<file path="src/rtl/icache_boot_loader.sv">
// Boot-time icache writer: packs a host byte stream into 32-bit words and writes them from address 0.
// Define BOOT_CHECKSUM_EN to require a trailing XOR checksum byte (CHK/ERR states, sticky boot_err).
module icache_boot_loader #(
  parameter int ADDR_W = 8,
  parameter int DATA_W = 32
) (
  input  logic              clk,
  input  logic              rst,
  input  logic              start,
  input  logic              host_valid,
  input  logic [7:0]        host_data,
  output logic              host_ready,
  output logic [ADDR_W-1:0] boot_addr,
  output logic [DATA_W-1:0] boot_datai,
  output logic              boot_web,
  output logic              boot_up,
  output logic              boot_done,
  output logic              boot_err
);

  typedef enum logic [2:0] {
    IDLE  = 3'd0,
    LEN   = 3'd1,
    DATA  = 3'd2,
    WRITE = 3'd3,
    RUN   = 3'd4
`ifdef BOOT_CHECKSUM_EN
    ,
    CHK   = 3'd5,
    ERR   = 3'd6
`endif
  } state_e;

  state_e              state_q, state_d;
  logic [7:0]          len_q, len_d;
  logic [7:0]          cnt_q, cnt_d;
  logic [ADDR_W-1:0]   addr_q, addr_d;
  logic [DATA_W-1:0]   data_q, data_d;
  logic [1:0]          byte_idx_q, byte_idx_d;
  logic                done_q, done_d;
  logic                accept;
`ifdef BOOT_CHECKSUM_EN
  logic [7:0]          csum_q, csum_d;
`endif

  // Handshake outputs decode straight from the state register, so host inputs never reach host_ready.
  always_comb begin
    host_ready = 1'b0;
    unique case (state_q)
      LEN, DATA: host_ready = 1'b1;
`ifdef BOOT_CHECKSUM_EN
      CHK:       host_ready = 1'b1;
`endif
      default:   host_ready = 1'b0;
    endcase
  end

  assign accept     = host_valid && host_ready;
  assign boot_addr  = addr_q;
  assign boot_datai = data_q;
  assign boot_web   = (state_q != WRITE);
  assign boot_up    = (state_q != RUN);
  assign boot_done  = done_q;
`ifdef BOOT_CHECKSUM_EN
  assign boot_err   = (state_q == ERR);
`else
  assign boot_err   = 1'b0;
`endif

  always_comb begin
    state_d    = state_q;
    len_d      = len_q;
    cnt_d      = cnt_q;
    addr_d     = addr_q;
    data_d     = data_q;
    byte_idx_d = byte_idx_q;
    done_d     = 1'b0;
`ifdef BOOT_CHECKSUM_EN
    csum_d     = csum_q;
`endif
    unique case (state_q)
      IDLE: begin
        if (start) state_d = LEN;
      end
      LEN: begin
        if (accept) begin
          len_d      = host_data;
          cnt_d      = '0;
          addr_d     = '0;
          byte_idx_d = '0;
`ifdef BOOT_CHECKSUM_EN
          csum_d     = '0;
`endif
          state_d    = DATA;
        end
      end
      DATA: begin
        if (accept) begin
          data_d[8*byte_idx_q +: 8] = host_data;
          byte_idx_d = byte_idx_q + 2'd1;
`ifdef BOOT_CHECKSUM_EN
          csum_d     = csum_q ^ host_data;
`endif
          if (byte_idx_q == 2'd3) state_d = WRITE;
        end
      end
      WRITE: begin
        // Address wraps naturally when the load is larger than the icache.
        addr_d = addr_q + ADDR_W'(1);
        if (cnt_q == len_q) begin
`ifdef BOOT_CHECKSUM_EN
          state_d = CHK;
`else
          state_d = RUN;
          done_d  = 1'b1;
`endif
        end else begin
          cnt_d   = cnt_q + 8'd1;
          state_d = DATA;
        end
      end
`ifdef BOOT_CHECKSUM_EN
      CHK: begin
        if (accept) begin
          if (host_data == csum_q) begin
            state_d = RUN;
            done_d  = 1'b1;
          end else begin
            state_d = ERR;
          end
        end
      end
      ERR: begin
        if (start) state_d = LEN;
      end
`endif
      RUN: begin
        if (start) state_d = LEN;
      end
      default: state_d = IDLE;
    endcase
  end

  always_ff @(posedge clk or posedge rst) begin
    if (rst) begin
      state_q    <= IDLE;
      len_q      <= '0;
      cnt_q      <= '0;
      addr_q     <= '0;
      data_q     <= '0;
      byte_idx_q <= '0;
      done_q     <= 1'b0;
`ifdef BOOT_CHECKSUM_EN
      csum_q     <= '0;
`endif
    end else begin
      state_q    <= state_d;
      len_q      <= len_d;
      cnt_q      <= cnt_d;
      addr_q     <= addr_d;
      data_q     <= data_d;
      byte_idx_q <= byte_idx_d;
      done_q     <= done_d;
`ifdef BOOT_CHECKSUM_EN
      csum_q     <= csum_d;
`endif
    end
  end

endmodule
</file>
<file path="config.mk">
export PLATFORM = sky130hd
export DESIGN_NAME = icache_boot_loader
export DESIGN_NICKNAME = d
export VERILOG_FILES = /design/src/rtl/icache_boot_loader.sv
export SDC_FILE = /design/constraint.sdc
export NUM_CORES = 1
export LEC_CHECK = 0
export ABC_AREA = 1
export CORE_ASPECT_RATIO = 1.5
export CORE_MARGIN = 3
export CORE_UTILIZATION = 56
export DETAILED_ROUTE_END_ITERATION = 8
export PLACE_DENSITY = 0.95
export SYNTH_ARGS = -nofsm -noshare
export SYNTH_HDL_FRONTEND = slang
export SYNTH_SLANG_ARGS = --single-unit
</file>
<file path="constraint.sdc">
create_clock -name clk -period 6.45 [get_ports clk]
set_input_delay 1.935 -clock clk [delete_from_list [all_inputs] [get_ports clk]]
set_output_delay 1.935 -clock clk [all_outputs]
set_load 0.02 [all_outputs]
</file>
Yosys cells after proc, flatten, opt, wreduce, memory -nomap -nowiden --
Index checks and enable logic that the tools add are counted.
Storage, ports and cells: bits in registers 62, bits in latches 0, RAM bits 0, ROM bits 0, input port bits 12, output and inout port bits 45, logic and storage cells 55, memories kept 0
Cells by class: $add $sub $neg 4, multipliers 0, div/mod/pow operators 0, $lt $le $gt $ge 0, equality and inequality tests 13, shift operators 2, mux-type cells 17, bitwise logic cells 0, reductions and logical operators 12
Operators by type and width (count):
- $neg 5->34 | 1
- $shift 8x34->32 const A | 1
- $shiftx 8x34->32 | 1
- $bwmux 32 | 1
- $pmux 8 s2 | 2
- $add 8x1->8 const B | 2
- $mux 8 | 2
- $mux 3 | 5
- $pmux 3 s4 | 1
- $eq 8x8->1 | 1
- $ne 2x2->1 const B | 4
- $eq 3x2->1 const B | 2
- $reduce_and 2->1 | 3
- $reduce_and 3->1 | 2
- $mux 2 | 2
- $pmux 2 s2 | 1
- $reduce_and 4->1 | 1
- $reduce_bool 2->1 | 2
- $reduce_or 2->1 | 2
- $eq 3x1->1 const B | 1
- $eq 3x3->1 const B | 1
- $logic_not 3->1 | 1
- $mux 1 | 3
- $ne 3x2->1 const B | 1
- other kinds (5) | 5

Longest topological paths before layout --
depth in word-level cells 6, depth in mapped cells 12, gate-level depth less buffers 10

Worst setup path after synthesis --
OpenSTA, ideal clock, no wires.
kind flip-flop to output port, from reg state_q[2], to out boot_web, arrival 0.835 ns, data required time 4.515 ns, path slack 3.680 ns, cell stages (with the launch flop) 4, buffers on the path 1, cell sequence dfrtp_1 > nor2_4 > nand2_1 > buf_2
On the way: longest elaborated chain between the ends 1
RTL lines:
- start, declared | line 34 | state_e state_q, state_d;
- start signal, assigned | line 157 | state_q <= state_d;
- $ne 3x2->1 | line 61 | assign boot_web = (state_q != WRITE);
- end, declared | line 15 | output logic boot_web,
No other way between the ends.

Worst setup path in the final report --
from reg state_q[0], to out boot_web
The elaborated chain is that of the path after synthesis.

==> flow_summary_export.csv <==
group,metric,value,unit
outcome,status,"completed",
grt,grt_busiest_layer,"met2",
grt,grt_max_degree,63,
clocking,cts-buffers-inserted,9,
worst_setup_path,r2r_cells,6,
sta,fin_ws,2.605,ns
worst_setup_path,path_class,"reg -> out",
grt,use_met3,6.597,%
worst_setup_path,worstSetupStartpointType,"flop",
place,io_buffers,55,
worst_setup_path,cp.arrival,1.91,ns
logic_synthesis,synthFlopType,"dfrtp_1",
logic_synthesis,synth_warnings,0,
grt,met1_usage,32.10,%
clocking,cts_resized,0,
worst_setup_path,rr_startpoint,"byte_idx_q[0]",
sta,slew_viol_final,0,
sta,finalHoldViolCount,0,
pwr,power_switching,771.8,µW
sta,fin_crit_sh,59.62,%
floorplanning,die_area,6503,µm²
pwr,internal_power,1068,µW
floorplanning,die_w,66.85,µm
clocking,clk_pin_slew,0.07,ns
clocking,h-tree-depth,3,
final_layout,stdcell_count,484,
clocking,cts_root_buf,"clkbuf_8",
grt,antenna_found_initial,0,
route,wirelength,7505,µm
worst_setup_path,worst_path_max_delay_cell,"clkdlybuf4s50_1",
floorplanning,io_pins,57,
logic_synthesis,synth_area,3110,µm²
route,dr.first_iter.drc_count,341,
job,drv_cap,0,
pwr,pwr-share-clk,22.4,%
clocking,cts_tree,"built",
grt,grt_pass1_wl,12920,µm
logic_synthesis,synth.ff_latch_count,62,
route,drc,0,
final_layout,num-fill-cells,353,
logic_synthesis,synth-async-reset-ratio,100.0,%
clocking,clkLatencyLatePin,0.35,ns
worst_setup_path,slowest_delay,0.69,ns
clocking,postCtsHoldBufs,0,
sta,worst_slew_pin_slew,0.7620,ns
pwr,totalPowerFinal,1840,µW
clocking,clk_path_buf_depth,2,
place,pre_cts_ws,2.793,ns
logic_synthesis,synth_commonest_cells,"95 x nand2_1, 62 x dfrtp_1, 38 x o21ai_0",
pwr,power.leakage,0.001863,µW
worst_hold_path,whs_path_depth,2,
grt,gr-total-overflow,0,
logic_synthesis,ys_seq_area_share,49.88,%
clocking,cts_sinks,62,
route,wire_per_inst,15.51,µm
final_layout,final_util,74.14,%
final_layout,syn2layout_area_growth,25.02,%
worst_setup_path,crit_fanout,12,
worst_hold_path,min_from,"boot_datai[11]",
logic_synthesis,synth.top_cell.area_share,49.88,%
logic_synthesis,synthDistinctLibCells,33,
final_layout,insertedDiodeCount,0,
route,dr_total_vias,2767,
place,dp_hpwl,5174,µm
pwr,comb_power_share,43.9,%
worst_setup_path,critPathCaptureType,"primary output",
sta,skew,0.008626,ns
worst_setup_path,path_buf_inv,2,
worst_setup_path,r2r_end,"boot_datai[23]",
grt,grt_use_total,25.90,%
clocking,post_cts_buffers,0,
logic_synthesis,synthTopCellsByArea,"dfrtp_1 50%, nand2_1 11%, o21ai_0 6.1%",
sta,setup_viol,0,
place,dp.cells,468,
floorplanning,coreArea,5245,µm²
logic_synthesis,syn-num-nets,378,
sta,tns,0,ns
floorplanning,rows,32,
floorplanning,initial_utilization,59.30,%
final_layout,drive_above_1_share,8.894,%
pwr,p_sw_share,41.95,%
logic_synthesis,yosys.area.top_type,"dfrtp_1",
logic_synthesis,synth.most_common_cell,"nand2_1",
worst_hold_path,holdPathEnd,"boot_datai[11]",
worst_setup_path,path_cells,"inv_2 > nor2_4 > nand2_1 > clkdlybuf4s50_1",
route,firstDrtPassIters,5,
final_layout,fin_nets,431,
sta,relSlewSlack,49.20,%
logic_synthesis,synth-edff-count,0,
sta,rsz0062_at_grt,"false",
floorplanning,die_y,97.28,µm
grt,grt_pass1_vias,2649,
worst_setup_path,crit_family,"buffers and inverters",
pwr,power_frac_seq,33.7,%
pwr,vdd_drop_max,293.4,µV
worst_setup_path,r2r_slack,4.11,ns
route,ant_nets,0,
pwr,power_density,473.1,nW/µm²
logic_synthesis,syn_area_per_cell,8.689,µm²
logic_synthesis,syn_inst,358,
worst_setup_path,critPathRequiredTime,4.51,ns
route,viasPerCell,5.717,
sta,max_freq,0.2601,GHz
worst_hold_path,hp-class,"reg -> reg",
worst_setup_path,setup.worst_path.start,"state_q[0]",
sta,fin_crit,3.845,ns
place,routabilityCongestion,0.8370,
grt,grtUsageMet2,42.43,%
[registers in the layout, summed over array words and instances (netlist names)]
signal	cells
cnt_q	8
byte_idx_q	2
boot_datai	32
boot_done	1
boot_addr	8
len_q	8
state_q	3
[worst min-delay path, stage by stage (launching register included)]
cell and delay, ns:
dfrtp_1 0.35, nand2_1 0.06, o31ai_1 0.05
[per-stage QoR]
step           instance area (µm²)  hold WS (ns)
5_1_grt                       3889        0.5072
3_3_place_gp                  3652        0.4665
3_5_place_dp                  3652        0.4735
4_1_cts                       3889        0.4937
2_1_floorplan                 3110        0.4692
6_report                      3889        0.4915
[logic make-up after synthesis]
family / share of synthesized area, %
buffers and inverters: 7.683
other: 0.1206
XOR/XNOR: 2.816
adder cells (fa/ha/maj): 3.218
AO/OA/AOI/OAI: 11.30
AND/OR/NAND/NOR: 24.98
flip-flops: 49.88
[area by class of cell]
class / instances / area, µm² / area share, %
inverters: 36 / 137.6 / 3.539
multi-input cells: 246 / 1320 / 33.94
repair buffers: 56 / 558.0 / 14.35
flip-flops and latches: 62 / 1551 / 39.90
clock buffers: 9 / 123.9 / 3.185
clock inverters: 7 / 112.6 / 2.896
well taps: 68 / 85.08 / 2.188
[power groups by stage]
stage / Clock, µW / Sequential (µW) / Combinational [µW]
after global routing: 434 / 639 / 896
after global placement: 0 / 616 / 773
final: 412 / 621 / 807
after CTS: 415 / 619 / 809
after detailed placement: 0 / 623 / 800
after floorplan: 0 / 696 / 452
[placed cells by master (no fill, tap or decap), drive strengths merged]
master and count:
nand2 98, dfrtp 62, clkdlybuf4s50 55, o21ai 39
nand3 36, inv 34, nor2 17, nand4 12
clkbuf 9, o41ai 8, o31ai 8, ha 8
xnor2 7, clkinv 5, a21oi 4, xor2 3
bufinv 3, nor3b 2, nor3 2, o22ai 1
conb 1, clkinvlp 1, buf 1
[worst max path at each step]
stage	end	cells past startpoint	slack (ns)
5_1_grt	boot_web	4	2.53
2_1_floorplan	boot_addr[0]	1	2.97
4_1_cts	boot_web	4	2.59
3_5_place_dp	boot_addr[5]	6	2.79
6_report	boot_web	4	2.60
3_3_place_gp	boot_addr[6]	6	2.89
[layer usage]
metal	vias up	routed length (µm)	share of wire, %
met5	-	0	0
met4	0	192	2.6
met3	14	451	6.0
met2	118	3998	53
met1	1335	2862	38
li1	1300	-	-
Note: power is estimated with default switching activity, not from simulation.
